**src/rtl/prio_scan_pkg.sv**
```systemverilog
// Shared types and helpers for the priority scan encoder.
// The optional all-zero-vector beat is selected with PRIO_SCAN_EMPTY_BEAT_EN.
package prio_scan_pkg;

    typedef enum logic {
        IDLE = 1'b0,
        SCAN = 1'b1
    } state_t;

    function automatic int idx_width(input int w);
        return $clog2(w);
    endfunction

endpackage

```
**src/rtl/prio_enc_comb.sv**
```systemverilog
// Combinational highest-set-bit finder; idx is 0 and any is 0 for an empty vector.
module prio_enc_comb
    import prio_scan_pkg::*;
#(
    parameter int WIDTH = 8,
    localparam int IDX_W = idx_width(WIDTH)
) (
    input  logic [WIDTH-1:0] vec,
    output logic [IDX_W-1:0] idx,
    output logic             any
);

    // Ascending scan so the highest set bit is the last one written.
    always_comb begin
        idx = '0;
        any = 1'b0;
        for (int i = 0; i < WIDTH; i++) begin
            if (vec[i]) begin
                idx = IDX_W'(i);
                any = 1'b1;
            end
        end
    end

endmodule

```
**src/rtl/prio_scan_encoder.sv**
```systemverilog
// Captures a request vector and emits one beat per set bit, highest index first.
// Define PRIO_SCAN_EMPTY_BEAT_EN to report an all-zero vector as a single empty beat.
module prio_scan_encoder
    import prio_scan_pkg::*;
#(
    parameter int WIDTH = 8,
    localparam int IDX_W = idx_width(WIDTH)
) (
    input  logic             clk,
    input  logic             rst,
    input  logic             in_valid,
    output logic             in_ready,
    input  logic [WIDTH-1:0] in_vec,
    output logic             out_valid,
    input  logic             out_ready,
    output logic [IDX_W-1:0] out_idx,
    output logic             out_last,
    output logic             out_empty
);

    state_t           state;
    logic [WIDTH-1:0] pend;
    logic             valid_q;
    logic             alive_q;
    logic [IDX_W-1:0] top_idx;
    logic             any_set;
    logic             single;
    logic [WIDTH-1:0] bit_mask;
    logic             empty_q;

`ifndef PRIO_SCAN_EMPTY_BEAT_EN
    assign empty_q = 1'b0;
`endif

    prio_enc_comb #(.WIDTH(WIDTH)) u_enc (
        .vec (pend),
        .idx (top_idx),
        .any (any_set)
    );

    // Clearing the lowest set bit leaves zero exactly when one bit is set.
    assign single   = any_set && ((pend & (pend - WIDTH'(1))) == '0);
    assign bit_mask = WIDTH'(1) << top_idx;

    // alive_q keeps in_ready low until the first edge after reset release.
    assign in_ready  = alive_q && (state == IDLE);
    assign out_valid = valid_q;
    assign out_idx   = top_idx;
    assign out_last  = valid_q && (single || empty_q);
    assign out_empty = empty_q;

    always_ff @(posedge clk or posedge rst) begin
        if (rst) begin
            state   <= IDLE;
            pend    <= '0;
            valid_q <= 1'b0;
            alive_q <= 1'b0;
`ifdef PRIO_SCAN_EMPTY_BEAT_EN
            empty_q <= 1'b0;
`endif
        end else begin
            alive_q <= 1'b1;
            case (state)
                IDLE: begin
                    if (in_valid && in_ready) begin
                        pend <= in_vec;
                        if (in_vec != '0) begin
                            state   <= SCAN;
                            valid_q <= 1'b1;
                        end
`ifdef PRIO_SCAN_EMPTY_BEAT_EN
                        else begin
                            state   <= SCAN;
                            valid_q <= 1'b1;
                            empty_q <= 1'b1;
                        end
`endif
                    end
                end
                SCAN: begin
                    if (out_ready) begin
                        pend <= pend & ~bit_mask;
                        if (out_last) begin
                            state   <= IDLE;
                            valid_q <= 1'b0;
`ifdef PRIO_SCAN_EMPTY_BEAT_EN
                            empty_q <= 1'b0;
`endif
                        end
                    end
                end
            endcase
        end
    end

endmodule

```
**config.mk**
```make
export PLATFORM = sky130hd
export DESIGN_NAME = prio_scan_encoder
export DESIGN_NICKNAME = d
export VERILOG_FILES = /design/src/rtl/prio_scan_pkg.sv /design/src/rtl/prio_enc_comb.sv /design/src/rtl/prio_scan_encoder.sv
export SDC_FILE = /design/constraint.sdc
export NUM_CORES = 1
export LEC_CHECK = 0
export CAP_MARGIN = 20
export CORE_MARGIN = 1
export CORE_UTILIZATION = 41
export CTS_CLUSTER_SIZE = 16
export DETAILED_ROUTE_END_ITERATION = 16
export PLACE_DENSITY = 0.82
export SYNTH_ARGS = -nofsm -noshare
export SYNTH_HDL_FRONTEND = slang
export SYNTH_HIERARCHICAL = 1
export SYNTH_SLANG_ARGS = --single-unit
```
**constraint.sdc**
```tcl
create_clock -name clk -period 1.7 [get_ports clk]
set_input_delay 0.17 -clock clk [delete_from_list [all_inputs] [get_ports clk]]
set_output_delay 0.17 -clock clk [all_outputs]
set_load 0.005 [all_outputs]
```
==> metrics, run 1 <==
Post-DP HPWL=approximately 1.3 mm; DR vias/cell=approximately 5.9; number of fill cells=between 100 and 150; CTS HTree Levels=1; fraction of layout cells with a size suffix above 1=31.4%; Critical Path End Type=output port; initial antenna violation count=0; Multi-input gate area=434 µm²; RSZ-0062 raised after global routing=yes; DRC=0; Internal Dissipation=1.19 mW; Gate power share=roughly three fifths; clock power share=8.5%; synthesis warning total=6; Slew Viols, Final=0; die area=between 1500 and 2000 µm²; pre-CTS setup slack=-51.6 ps; Boundary Pins=19; number of synthesized flops with an enable pin=0; Num CTS Buffers=3; Net Sw Frac=a little under half; Pwr Density=~2200 nW/µm²; total gr overflow=0; worst-path maximum fanout=6; Yosys top cell area share=about 40%; Net Count, Synth=91; CP peak stage delay=roughly 460 ps; Cell Chain, Critical Path=nor2_2, nand2_4, clkdlybuf4s50_1; I/O Buffers=17; Final Skew=0.906 ps; RR Startpoint=pend[2]; total routed wirelength=between 1.5 and 2 mm; Core Region=between 1500 and 2000 µm²; Clock Tree Root=clkbuf_4; first-pass GRT wire length=just under 3 mm; Post-Syn Instances=79; reg2reg setup slack=approximately 90 ps; final hold vios=0; register area share after synthesis=approximately 40%; WS Path Type=register to output port; Post-synth top flop=dfrtp_1; nets=~120; largest net degree at the start of global routing=14; Synth async-reset ratio=100%; number of max-cap violations=0; Clock Pin Slew Worst Setup and Hold Paths=70 ps; Synth Area in Adders=0%; DRT Pass-1 Iters=4; Die W=~43 µm; Setup-failing EPs final=0; Core Rows=14; Sw Pwr=about 990 µW; Final Instance Count excl. Fillers=about 120; vias in the first global route=639; Fmax=606 MHz; FF-to-FF path depth=7; Tmin final=1650 ps; LEAKAGE=0.425 nW; CP arrival=around 1500 ps; clock buffer depth=2; synth unique cells=27; RD Place Congestion=just over 0.8; Starting Density=about 45%; sequential share of power=between 20% and 30%; Placed Cells=between 100 and 150; period utilisation layout=between 90% and 100%; Die Y=between 40 and 50 µm; FF+latch area=around 280 µm²; status=complete, no violations; multiplexer area fraction after synthesis=0%; Hold Path Class=input port to asynchronous set/reset pin; dominant cells by area after synthesis=dfrtp_1 (40%), a22o_1 (8.9%), nand2_1 (5.4%); Post-Syn Area=between 600 and 700 µm²; Total GRT Usage=22.0%; Avg Cell Area, Syn=~8.7 µm²; P&R area growth vs syn=46.2%; largest family of logic cells by synthesized area=compound AO/OA/AOI/OAI gates; via count=719; Routed wire per std cell=roughly 16 µm; Worst VDD drop=~1.4 mV; WP data required=1530 ps; leading area contributor after synthesis=dfrtp_1; crit start category=register; Iter 0 DRT Violations=22; post-synthesis simple-gate area fraction=18.7%; later-pin clock latency in the skew report=270 ps; Synth Register Bits=11; fraction of synthesized cell area in xor and xnor cells=0%; Crit-path slowest cell=dfrtp_1; Num Clock Sinks=11; CTS tree=done; # diodes=0; post-synthesis compound-gate area fraction=between 30% and 40%; Setup TNS=0 ps; Reg2Reg Capture Point=pend[1]; DRT antenna net count=0; final worst slack=approximately 50 ps
==> synthesized netlist by cell type, types with 4 or more instances <==
cell type	instances
a22o_1	7
o31ai_1	4
a21oi_1	4
o21ai_0	6
nand2_1	10
dfrtp_1	11
inv_1	5
nor2_1	7
==> per-layer routing <==
| layer | vias to the layer above | part of all wire [%] | track usage (%) |
|---|---|---|---|
| met4 | 0 | 1.0 | 9.09 |
| met5 | - | 0 | 0 |
| met3 | 6 | 6.4 | 2.55 |
| met2 | 36 | 51 | 34.8 |
| li1 | 341 | - | - |
| met1 | 336 | 42 | 30.4 |
==> sequential cells by signal, indices dropped and copies added (netlist names) <==
| name | cells |
|---|---|
| state | 1 |
| alive_q | 1 |
| out_valid | 1 |
| pend | 8 |
==> cells in the final DEF (no fill, tap or decap), drive strengths merged, types with 2 or more instances in the layout <==
master | Yosys | routed
clkdlybuf4s50 | 0 | 14
dfrtp | 11 | 11
nand2 | 10 | 10
buf | 2 | 9
a22o | 7 | 7
nor2 | 7 | 7
o21ai | 6 | 6
inv | 5 | 5
a21oi | 5 | 5
clkbuf | 0 | 4
o31ai | 4 | 4
nor4 | 3 | 3
nand2b | 2 | 2
nor2b | 2 | 2
o211ai | 2 | 2
a211oi | 2 | 2
conb | 2 | 2
dlygate4sd2 | 0 | 2
a21o | 2 | 2
==> how the worst max path moves through the flow <==
stage / slack, ps / startpoint / endpoint
detailed placement: -50 / pend[1] / out_last
global placement: 20 / pend[2] / pend[1]
global route: -20 / pend[0] / out_last
floorplan: 130 / pend[2] / pend[6]
finish: 50 / pend[5] / out_idx[2]
CTS: 30 / pend[4] / out_idx[2]
==> cell families after synthesis <==
logic type / Yosys count
compound gates: 31
simple gates: 26
flops: 11
buf+inv: 9
other cells: 2
==> worst max-delay path: cells and delay by family (launching register included) <==
family	cells	cell delay, ps
DFF	1	460
buffers and inverters	1	450
and+or+nand+nor	2	290
==> area by class of cell <==
type | count | area share, %
well taps | 16 | 1.98
flip-flops and latches | 11 | 28.0
repair buffers | 25 | 22.1
inverters | 6 | 2.35
clock buffers | 4 | 2.60
multi-input cells | 59 | 43.0
==> what timing repair did <==
| action | in CTS | in global routing |
|---|---|---|
| buffers inserted | 2 | 1 |
| hold buffers | 0 | 0 |
| endpoints found under the setup margin | 6 | 7 |
| resized for setup | 19 | 7 |
| pin swaps | 7 | 4 |
==> power by group through the flow <==
stage	clock, mW	combinational, mW	sequential [mW]
global route	0.205	1.46	0.674
finish	0.184	1.34	0.649
floorplan	0	0.702	0.505
CTS	0.184	1.26	0.623
global placement	0	1.12	0.552
detailed placement	0	1.14	0.566
==> stage by stage <==
step	hold WS (ps)	area [µm²]	util (%)	power, mW
floorplan	22.4	696	-	1.21
global placement	485	896	58.1	1.67
detailed placement	497	896	58.1	1.71
CTS	206	982	63.7	2.06
global route	238	1010	65.5	2.34
finish	189	1010	65.5	2.18
Note: power is estimated with default switching activity, not from simulation.
==> run 2, diff against run 1 <==
- CELL_PAD_IN_SITES_DETAIL_PLACEMENT: default -> 1
- CELL_PAD_IN_SITES_GLOBAL_PLACEMENT: default -> 2
- CORE_UTILIZATION: 41 -> 24
==> metrics, run 2 (synthesis gave the netlist of run 1 again) <==
Core Region=roughly 2700 µm²; Tmin final=1670 ps; # diodes=0; largest reg by FF count=pend; later-pin clock latency in the skew report=between 200 and 300 ps; Die W=around 56 µm; CTS HTree Levels=1; worst-path maximum fanout=6; Final Skew=just under 9 ps; total design power=between 2 and 2.5 mW; Hold Path Class=input port to asynchronous set/reset pin; status=complete, no violations; DRC=0; Num Clock Sinks=11; Routed wire per std cell=roughly 17 µm; final worst slack=~33 ps; pre-CTS setup slack=-76.6 ps; Pwr Density=~2200 nW/µm²; Post-DP HPWL=roughly 1.7 mm; crit start category=register; Post-Layout Inst Area=1040 µm²; Worst VDD drop=between 0.9 and 1 mV; fin util=around two fifths; largest net degree at the start of global routing=12; Num CTS Buffers=3; nets=121; Placed Cells=about 130; Core Rows=19; WS Path Type=register to output port; Die Y=55.6 µm; CP arrival=roughly 1500 ps; cts-stage hold buffer count=0; initial antenna violation count=0; number of max-cap violations=0; DRT Pass-1 Iters=4; Placement Cell Area=915 µm²; RSZ-0062 raised after global routing=yes; Clock Pin Slew Worst Setup and Hold Paths=~80 ps; I/O Buffers=17; Setup-failing EPs final=0; P&R area growth vs syn=51.1%; RD Place Congestion=slightly above 0.8; Fmax=around 600 MHz; CTS tree=done; fraction of layout cells with a size suffix above 1=between 30% and 40%; Setup TNS=0 ps; final hold vios=0; Starting Density=25.3%; period utilisation layout=98.0%; DRT antenna net count=0; vias in the first global route=just over 700; clock buffer depth=2; via count=around 730; Final Instance Count excl. Fillers=between 100 and 150; max reg flops=8; most common cell after layout, fill and taps aside=clkdlybuf4s50_1; Critical Path End Type=output port; Total GRT Usage=15.7%; WP data required=1530 ps; Iter 0 DRT Violations=24; Slew Viols, Final=0; Worst Hold Slack=around 180 ps; Boundary Pins=19; total gr overflow=0; DR vias/cell=approximately 5.3; commonest cells after routing, fill and taps aside=clkdlybuf4s50_1 (14), buf_4 (12), nand2_1 (9); number of fill cells=between 300 and 400; total routed wirelength=roughly 2.4 mm; LEAKAGE=between 0.4 and 0.5 nW; die area=slightly above 3000 µm²; Clock Tree Root=clkbuf_4; first-pass GRT wire length=~3.7 mm
-- run 2: power breakdown --
part,internal [mW],total [mW],switching [mW]
registers,0.392,0.626,0.234
logic,0.773,1.49,0.714
clock network,0.0878,0.195,0.107
total,1.25,2.31,1.05
-- run 2: worst paths after layout --
check	from	to	slack, ps	depth (start not counted)
worst min register to register	out_valid	out_valid	580	2
worst max-delay path	pend[2]	out_last	30	4
worst min-delay path	rst	alive_q	180	2
worst max register to register	pend[2]	pend[0]	60	7
max in group asynchronous	rst	pend[1]	1160	2
min in group clk	in_vec[4]	pend[4]	540	2
-- run 2: cell type report --
cell class	instances	area, µm²	area share [%]
Multi-Input combinational cell	59	427	40.9
Sequential cell	11	284	27.2
Timing Repair Buffer	28	244	23.4
Tap cell	31	38.8	3.72
Clock buffer	3	22.5	2.16
Inverter	6	22.5	2.16
Clock inverter	1	5.00	0.480
-- run 2: what timing repair did --
action | 4_1_cts | 5_1_grt
pin swaps | 4 | 7
setup endpoints to repair | 4 | 10
cloned | 0 | 0
resized for setup | 16 | 16
endpoints found under the hold margin | 0 | 0
setup buffers | 3 | 3
-- run 2: metal layers --
layer / global-route usage, % / share of wire [%] / vias to the layer above
met5: 0 / 0 / -
met4: 4.29 / 1.9 / 0
met3: 4.42 / 4.3 / 5
met2: 23.8 / 49 / 24
met1: 21.8 / 44 / 360
li1: - / - / 342
-- run 2: worst max-delay path: stages (launching register included) --
cell	delay [ps]
dfrtp_2	480
a211oi_2	280
o2111ai_1	170
a21oi_2	150
buf_2	130
